### src/rtl/regfile_wb_arbiter.sv
// regfile_wb_arbiter
// -----------------------------------------------------------------------------
// Shares the register file's single write port between the ALU writeback path
// (single-cycle results) and the LSU writeback path (returning load data).
// It also keeps a scoreboard of destination registers with loads in flight,
// and flags read-after-load hazards on the two decode read addresses.
//
// Optional build macro: WB_STARVE_GUARD_EN
//   Undefined (default): LSU always wins write-port conflicts.
//   Defined: the ALU is forced to win one conflict after STARVE_MAX
//            consecutive losses.
//
// Ports
//   clk, rst                       clock (rising edge), async active-low reset
//   alu_valid_i/alu_ready_o        ALU writeback handshake
//   alu_rd_i, alu_data_i           ALU destination / result
//   lsu_valid_i/lsu_ready_o        LSU writeback handshake
//   lsu_rd_i, lsu_data_i           LSU destination / load data
//   lsu_issue_i, lsu_issue_rd_i    load issued this cycle, and its destination
//   ar1i, ar2i                     decode read addresses checked for hazards
//   hazard_o                       a read address hits a pending load
//   ar3o, r3o, we3o                registered register-file write port
//   pend_o                         scoreboard bit vector (bit r = load pending)
// -----------------------------------------------------------------------------
module regfile_wb_arbiter #(
    parameter int XLEN       = 32,
    parameter int AW         = 5,
    parameter int STARVE_MAX = 3
) (
    input  logic               clk,
    input  logic               rst,
    input  logic               alu_valid_i,
    output logic               alu_ready_o,
    input  logic [AW-1:0]      alu_rd_i,
    input  logic [XLEN-1:0]    alu_data_i,
    input  logic               lsu_valid_i,
    output logic               lsu_ready_o,
    input  logic [AW-1:0]      lsu_rd_i,
    input  logic [XLEN-1:0]    lsu_data_i,
    input  logic               lsu_issue_i,
    input  logic [AW-1:0]      lsu_issue_rd_i,
    input  logic [AW-1:0]      ar1i,
    input  logic [AW-1:0]      ar2i,
    output logic               hazard_o,
    output logic [AW-1:0]      ar3o,
    output logic [XLEN-1:0]    r3o,
    output logic               we3o,
    output logic [2**AW-1:0]   pend_o
);

    // A "real" request targets a register other than r0. Requests to r0 are
    // accepted without consuming the write slot, so they never conflict.
    logic alu_real, lsu_real, conflict;
    logic alu_win;
    logic alu_wr, lsu_wr;

    assign alu_real = alu_valid_i && (alu_rd_i != '0);
    assign lsu_real = lsu_valid_i && (lsu_rd_i != '0);
    assign conflict = alu_real && lsu_real;

`ifdef WB_STARVE_GUARD_EN
    typedef enum logic {PRIO_LSU = 1'b0, PRIO_ALU = 1'b1} state_t;
    localparam int CW = (STARVE_MAX > 1) ? $clog2(STARVE_MAX + 1) : 1;

    state_t        state, state_nxt;
    logic [CW-1:0] starve_cnt, starve_nxt;

    always_ff @(posedge clk or negedge rst) begin
        if (!rst) begin
            state      <= PRIO_LSU;
            starve_cnt <= '0;
        end else begin
            state      <= state_nxt;
            starve_cnt <= starve_nxt;
        end
    end

    // The ALU only "loses" in a real-vs-real conflict it does not win. The
    // loss that brings the count to STARVE_MAX flips priority immediately, so
    // the ALU wins the very next cycle rather than one cycle later.
    always_comb begin
        state_nxt  = state;
        starve_nxt = '0;
        if (conflict && !alu_win) begin
            if (starve_cnt == CW'(STARVE_MAX - 1)) begin
                state_nxt  = PRIO_ALU;
                starve_nxt = '0;
            end else begin
                starve_nxt = starve_cnt + 1'b1;
            end
        end
        // Priority to the ALU lasts for exactly one conflict.
        if (state == PRIO_ALU && conflict)
            state_nxt = PRIO_LSU;
    end

    always_comb begin
        alu_win = (state == PRIO_ALU);
    end
`else
    assign alu_win = 1'b0;
`endif

    // Readiness is forced low while in reset so nothing transfers then.
    assign alu_ready_o = rst && alu_valid_i && (!conflict || alu_win);
    assign lsu_ready_o = rst && lsu_valid_i && (!conflict || !alu_win);

    assign alu_wr = alu_ready_o && alu_real;
    assign lsu_wr = lsu_ready_o && lsu_real;

    // Registered write port; address/data hold when no write is issued.
    always_ff @(posedge clk or negedge rst) begin
        if (!rst) begin
            we3o <= 1'b0;
            ar3o <= '0;
            r3o  <= '0;
        end else if (alu_wr) begin
            we3o <= 1'b1;
            ar3o <= alu_rd_i;
            r3o  <= alu_data_i;
        end else if (lsu_wr) begin
            we3o <= 1'b1;
            ar3o <= lsu_rd_i;
            r3o  <= lsu_data_i;
        end else begin
            we3o <= 1'b0;
        end
    end

    // Load scoreboard. The set is applied after the clear so a new load to the
    // same register issued in the cycle its old data returns stays pending.
    logic [2**AW-1:0] pend_nxt;

    always_comb begin
        pend_nxt = pend_o;
        if (lsu_wr)
            pend_nxt[lsu_rd_i] = 1'b0;
        if (lsu_issue_i && (lsu_issue_rd_i != '0))
            pend_nxt[lsu_issue_rd_i] = 1'b1;
        pend_nxt[0] = 1'b0;
    end

    always_ff @(posedge clk or negedge rst) begin
        if (!rst)
            pend_o <= '0;
        else
            pend_o <= pend_nxt;
    end

    assign hazard_o = rst && ((pend_o[ar1i] && (ar1i != '0)) ||
                              (pend_o[ar2i] && (ar2i != '0)));

endmodule

### config.mk
export PLATFORM = sky130hd
export DESIGN_NAME = regfile_wb_arbiter
export DESIGN_NICKNAME = d
export VERILOG_FILES = /design/src/rtl/regfile_wb_arbiter.sv
export SDC_FILE = /design/constraint.sdc
export NUM_CORES = 1
export LEC_CHECK = 0
export BUFFER_PORTS_ARGS = -buffer_cell sky130_fd_sc_hd__clkbuf_2
export CORE_ASPECT_RATIO = 0.9
export CORE_UTILIZATION = 42
export DETAILED_ROUTE_END_ITERATION = 16
export PLACE_DENSITY = 0.76
export SLEW_MARGIN = 0
export SYNTH_ARGS = -nofsm -noshare
export SYNTH_HDL_FRONTEND = slang
export SYNTH_SLANG_ARGS = --single-unit
### constraint.sdc
create_clock -name clk -period 1.9 [get_ports clk]
set_input_delay 0.285 -clock clk [delete_from_list [all_inputs] [get_ports clk]]
set_output_delay 0.285 -clock clk [all_outputs]
set_load 0.01 [all_outputs]
==> impl.org <==
** STA
- Timing would allow up to 0.434 GHz.
- The max-slew violation count came to 0.
- Post-Route Skew :: 0 ps
- Slew at the pin closest to its max-slew limit :: 559 ps
- Final count of negative-setup-slack endpoints :: 1
- Setup repair after global routing missed its margin :: yes
- In the final timing run, aggregate negative setup slack is -404 ps.
- Of the available clock period, the critical path in the final layout requires 121%.
- The worst pin sits at a relative slew slack of 62.7%.
- The total count of hold-check failures in the final report was 0.
- Final critical delay including setup and external delays :: 2300 ps
- Across all setup checks in the final design, the least slack found is -404 ps.

** Drt
- For this run, the detailed router's first-pass iteration total came to 5.
- Antenna Nets Post-Route :: 0
- Drc violations :: 0
- The first routing iteration left 271 violations.
- Routed wirelength normalized by instance count :: 17.2 µm
- Dividing the detail-routed via count by the number of cells gives 5.55.
- Across all layers, the routed design uses 3,628 vias.
- The routed design has 11.2 mm of wire.

** Clock tree
- TritonCTS clock tree :: yes
- Total CTS buffers :: 9
- Once the clock tree was built, the setup fixing pass inserted 0 buffers.
- Clock-pin slew was measured on the worst setup and hold paths at 70 ps.
- Level count of the clock H-tree :: 3
- Max Buffers Root-to-Sink :: 2
- Clock insertion delay at the later pin of the skew report :: 340 ps
- The root buffer cell chosen for the clock tree is sky130_fd_sc_hd__clkbuf_8.
- CTS Sinks :: 69

** Outcome
- Violations in the final reports :: negative setup slack
- The flow ran to the end, but the final reports show violations.

** Flow run
- Max-cap check violation count :: 0

** Die
- Die height :: 89.1 µm
- The floorplan step defined a core boundary enclosing 8110 µm².
- Die extent in x :: 98.8 µm
- The floorplan has 31 rows.
- Total die area :: 8800 µm²
- In this run the count of I/O pins placed on the die edge is 167.
- Once the floorplan was initialized, standard cells occupied 43.7% of the core.

** Global routing
- Via count of the first global-routing pass :: 3,518
- The first global-routing pass estimated 17.6 mm of wire.
- The number of antenna violations at the first check in global routing was 0.
- Global routing finished with a remaining overflow of 0.
- Entering global routing, the biggest net connects 46 pins.
- Total track usage :: 26.4%

** Critical path
- Crit start category :: register
- Largest fanout of any net on the critical path :: 4
- Grouping stages by cell kind, the critical path spends the most delay in simple AND/OR/NAND/NOR gates.
- Required time of the worst setup path :: 1620 ps
- Among all stages on the critical path, the largest delay is contributed by sky130_fd_sc_hd__mux4_2.
- Critical path data arrival time :: 2020 ps
- Number of buffers and inverters on the critical path :: 1
- In this design, the stage delay of the slowest critical-path cell is 470 ps.
- Crit. End Element :: output port
- Startpoint of the most critical setup path :: pend_o[9]
- Cell type with the highest occurrence count on the critical path :: sky130_fd_sc_hd__nor2b_1
- The critical path goes through mux4_2 > nor2b_1 > or3_1 > a31oi_1 > nor4_1 > nor2b_1 > clkbuf_2.
- Worst Path Class, Setup :: reg -> out
- Startpoint of the worst register-to-register path :: pend_o[20]

** Synth
- Summing the areas of all compound-gate instances in the mapped netlist gives 19.5% of the synthesized area.
- Warning count from the yosys run :: 0
- Cell accounting for the most synthesized area :: sky130_fd_sc_hd__dfrtp_1
- The share of synthesized area in the top cell type comes to 48.8%.
- Multiplexer share of the synthesized area :: 9.54%
- Sequential cells were found to cover 48.8% of the synthesized design area.
- Mapped Area :: 3540 µm²
- Area share of fa/ha/maj cells after synthesis :: 0%
- Net count after synthesis :: 455
- Number of synthesized flops with an enable pin :: 0
- Cells after Synth :: 361
- A synthesized cell averages 9.81 µm².
- Summing the areas of all and, or, nand and nor instances in the mapped netlist gives 18.0% of the synthesized area.
- Share of synthesized flip-flops with an asynchronous set or reset :: 100%
- The number of different library cells used by synthesis comes to 39.
- For this run, the leading register cell type out of synthesis is sky130_fd_sc_hd__dfrtp_1.
- XOR/XNOR Fraction of Synth Area :: 0%
- Dominant cells by area after synthesis :: sky130_fd_sc_hd__dfrtp_1 (49%), sky130_fd_sc_hd__o21ai_0 (8.9%), sky130_fd_sc_hd__nand2_1 (8.4%)
- Number of register bits inferred by synthesis :: 69
- After synthesis, the largest family of logic cells by area is compound AO/OA/AOI/OAI gates.

** Cells and area
- 0 antenna diodes ended up in the layout.
- Nets :: 644
- Most frequent cells in the layout :: sky130_fd_sc_hd__clkbuf_2 (164), sky130_fd_sc_hd__nand2_1 (79), sky130_fd_sc_hd__dfrtp_1 (69)
- Compared with the post-synthesis result, the final layout area differs by 36.6%.
- Cells with a size suffix above 1 make up 41.3% of the layout.
- The library cell used most frequently in the layout, excluding fill and tap cells, is sky130_fd_sc_hd__clkbuf_2.
- Post-layout instance area :: 4840 µm²

** Min path
- Worst Hold Class :: in -> async

** Power
- Total power :: 4.40 mW
- Power per cell area :: 909 nW/µm²
- In this run the static leakage power is 2.44 nW.
- Maximum vdd ir drop :: 458 µV

** Place
- The placed instances occupy a cell area of 4670 µm².
- Final Wtd Congestion :: 0.884
- Number of port buffers :: 165
- Detailed placement HPWL :: 8.82 mm
## cell families after synthesis
logic type	count (synthesis)
multiplexers	21
other	1
flip-flops	69
buffers and inverters	25
AO/OA/AOI/OAI	112
AND/OR/NAND/NOR	133
## state kept, by name, summed over array words and instances (netlist names)
name,cells
ar3o,5
pend_o,31
we3o,1
r3o,32
## path summary, 6_finish.rpt
kind / endpoint / depth (start not counted) / slack, ps
max reg2reg: pend_o[20] / 3 / 1020
max in group asynchronous: r3o[31] / 3 / 980
min: pend_o[30] / 2 / 40
max: hazard_o / 7 / -400
min reg2reg: r3o[8] / 2 / 470
min in group clk: r3o[4] / 3 / 160
## per-stage QoR
stage / hold WS, ps / worst slack (ps) / util, % / std cells
2_1_floorplan: -10.6 / 11.2 / - / 361
3_3_place_gp: 401 / -102 / 57.6 / 638
3_5_place_dp: 400 / -113 / 57.6 / 638
4_1_cts: 35.0 / -405 / 59.7 / 654
5_1_grt: 66.3 / -494 / 59.7 / 654
6_report: 36.2 / -404 / 59.7 / 654
## Yosys cell counts, types with 2 or more instances
| cell | n |
|---|---|
| sky130_fd_sc_hd__buf_2 | 7 |
| sky130_fd_sc_hd__buf_6 | 4 |
| sky130_fd_sc_hd__nand2_1 | 79 |
| sky130_fd_sc_hd__a31oi_1 | 2 |
| sky130_fd_sc_hd__nor3_1 | 2 |
| sky130_fd_sc_hd__mux2_2 | 2 |
| sky130_fd_sc_hd__o21ai_0 | 63 |
| sky130_fd_sc_hd__a222oi_1 | 2 |
| sky130_fd_sc_hd__nor2_1 | 8 |
| sky130_fd_sc_hd__a21oi_1 | 2 |
| sky130_fd_sc_hd__nand3b_1 | 9 |
| sky130_fd_sc_hd__buf_4 | 4 |
| sky130_fd_sc_hd__nor2b_1 | 6 |
| sky130_fd_sc_hd__o21ai_1 | 3 |
| sky130_fd_sc_hd__mux4_2 | 10 |
| sky130_fd_sc_hd__nand2b_1 | 3 |
| sky130_fd_sc_hd__nand3_1 | 11 |
| sky130_fd_sc_hd__and2_1 | 3 |
| sky130_fd_sc_hd__mux2i_1 | 9 |
| sky130_fd_sc_hd__nand4_1 | 2 |
| sky130_fd_sc_hd__a22oi_1 | 35 |
| sky130_fd_sc_hd__inv_1 | 3 |
| sky130_fd_sc_hd__dfrtp_1 | 69 |
| sky130_fd_sc_hd__nand4b_1 | 2 |
| sky130_fd_sc_hd__clkbuf_1 | 7 |
## per-layer routing
| layer | GRT usage, % | share of wire (%) | vias up |
|---|---|---|---|
| met2 | 45.3 | 47 | 200 |
| met4 | 9.77 | 1.6 | 0 |
| li1 | - | - | 1686 |
| met3 | 4.30 | 9.0 | 14 |
| met5 | 0 | 0 | - |
| met1 | 34.3 | 42 | 1728 |
## report_power, final
| group | total (mW) | internal (mW) | switching (mW) |
|---|---|---|---|
| combinational | 1.35 | 0.653 | 0.700 |
| sequential | 1.99 | 1.75 | 0.244 |
| clock | 1.05 | 0.546 | 0.505 |
| total | 4.40 | 2.95 | 1.45 |
## area by class of cell
class / instances / area [µm²]
Fill cell: 736 / 3270
Sequential cell: 69 / 1730
Multi-Input combinational cell: 267 / 1670
Timing Repair Buffer: 200 / 1140
Clock buffer: 15 / 166
Tap cell: 99 / 124
Inverter: 3 / 11.3
Clock inverter: 1 / 5.00
## timing repair
action                                  in CTS  in global routing
hold endpoints to repair                     0                  0
pin swaps                                    0                  0
gates resized for setup                      0                  0
hold buffers                                 0                  0
endpoints found under the setup margin       1                  1
Note: power is estimated with default switching activity, not from simulation.
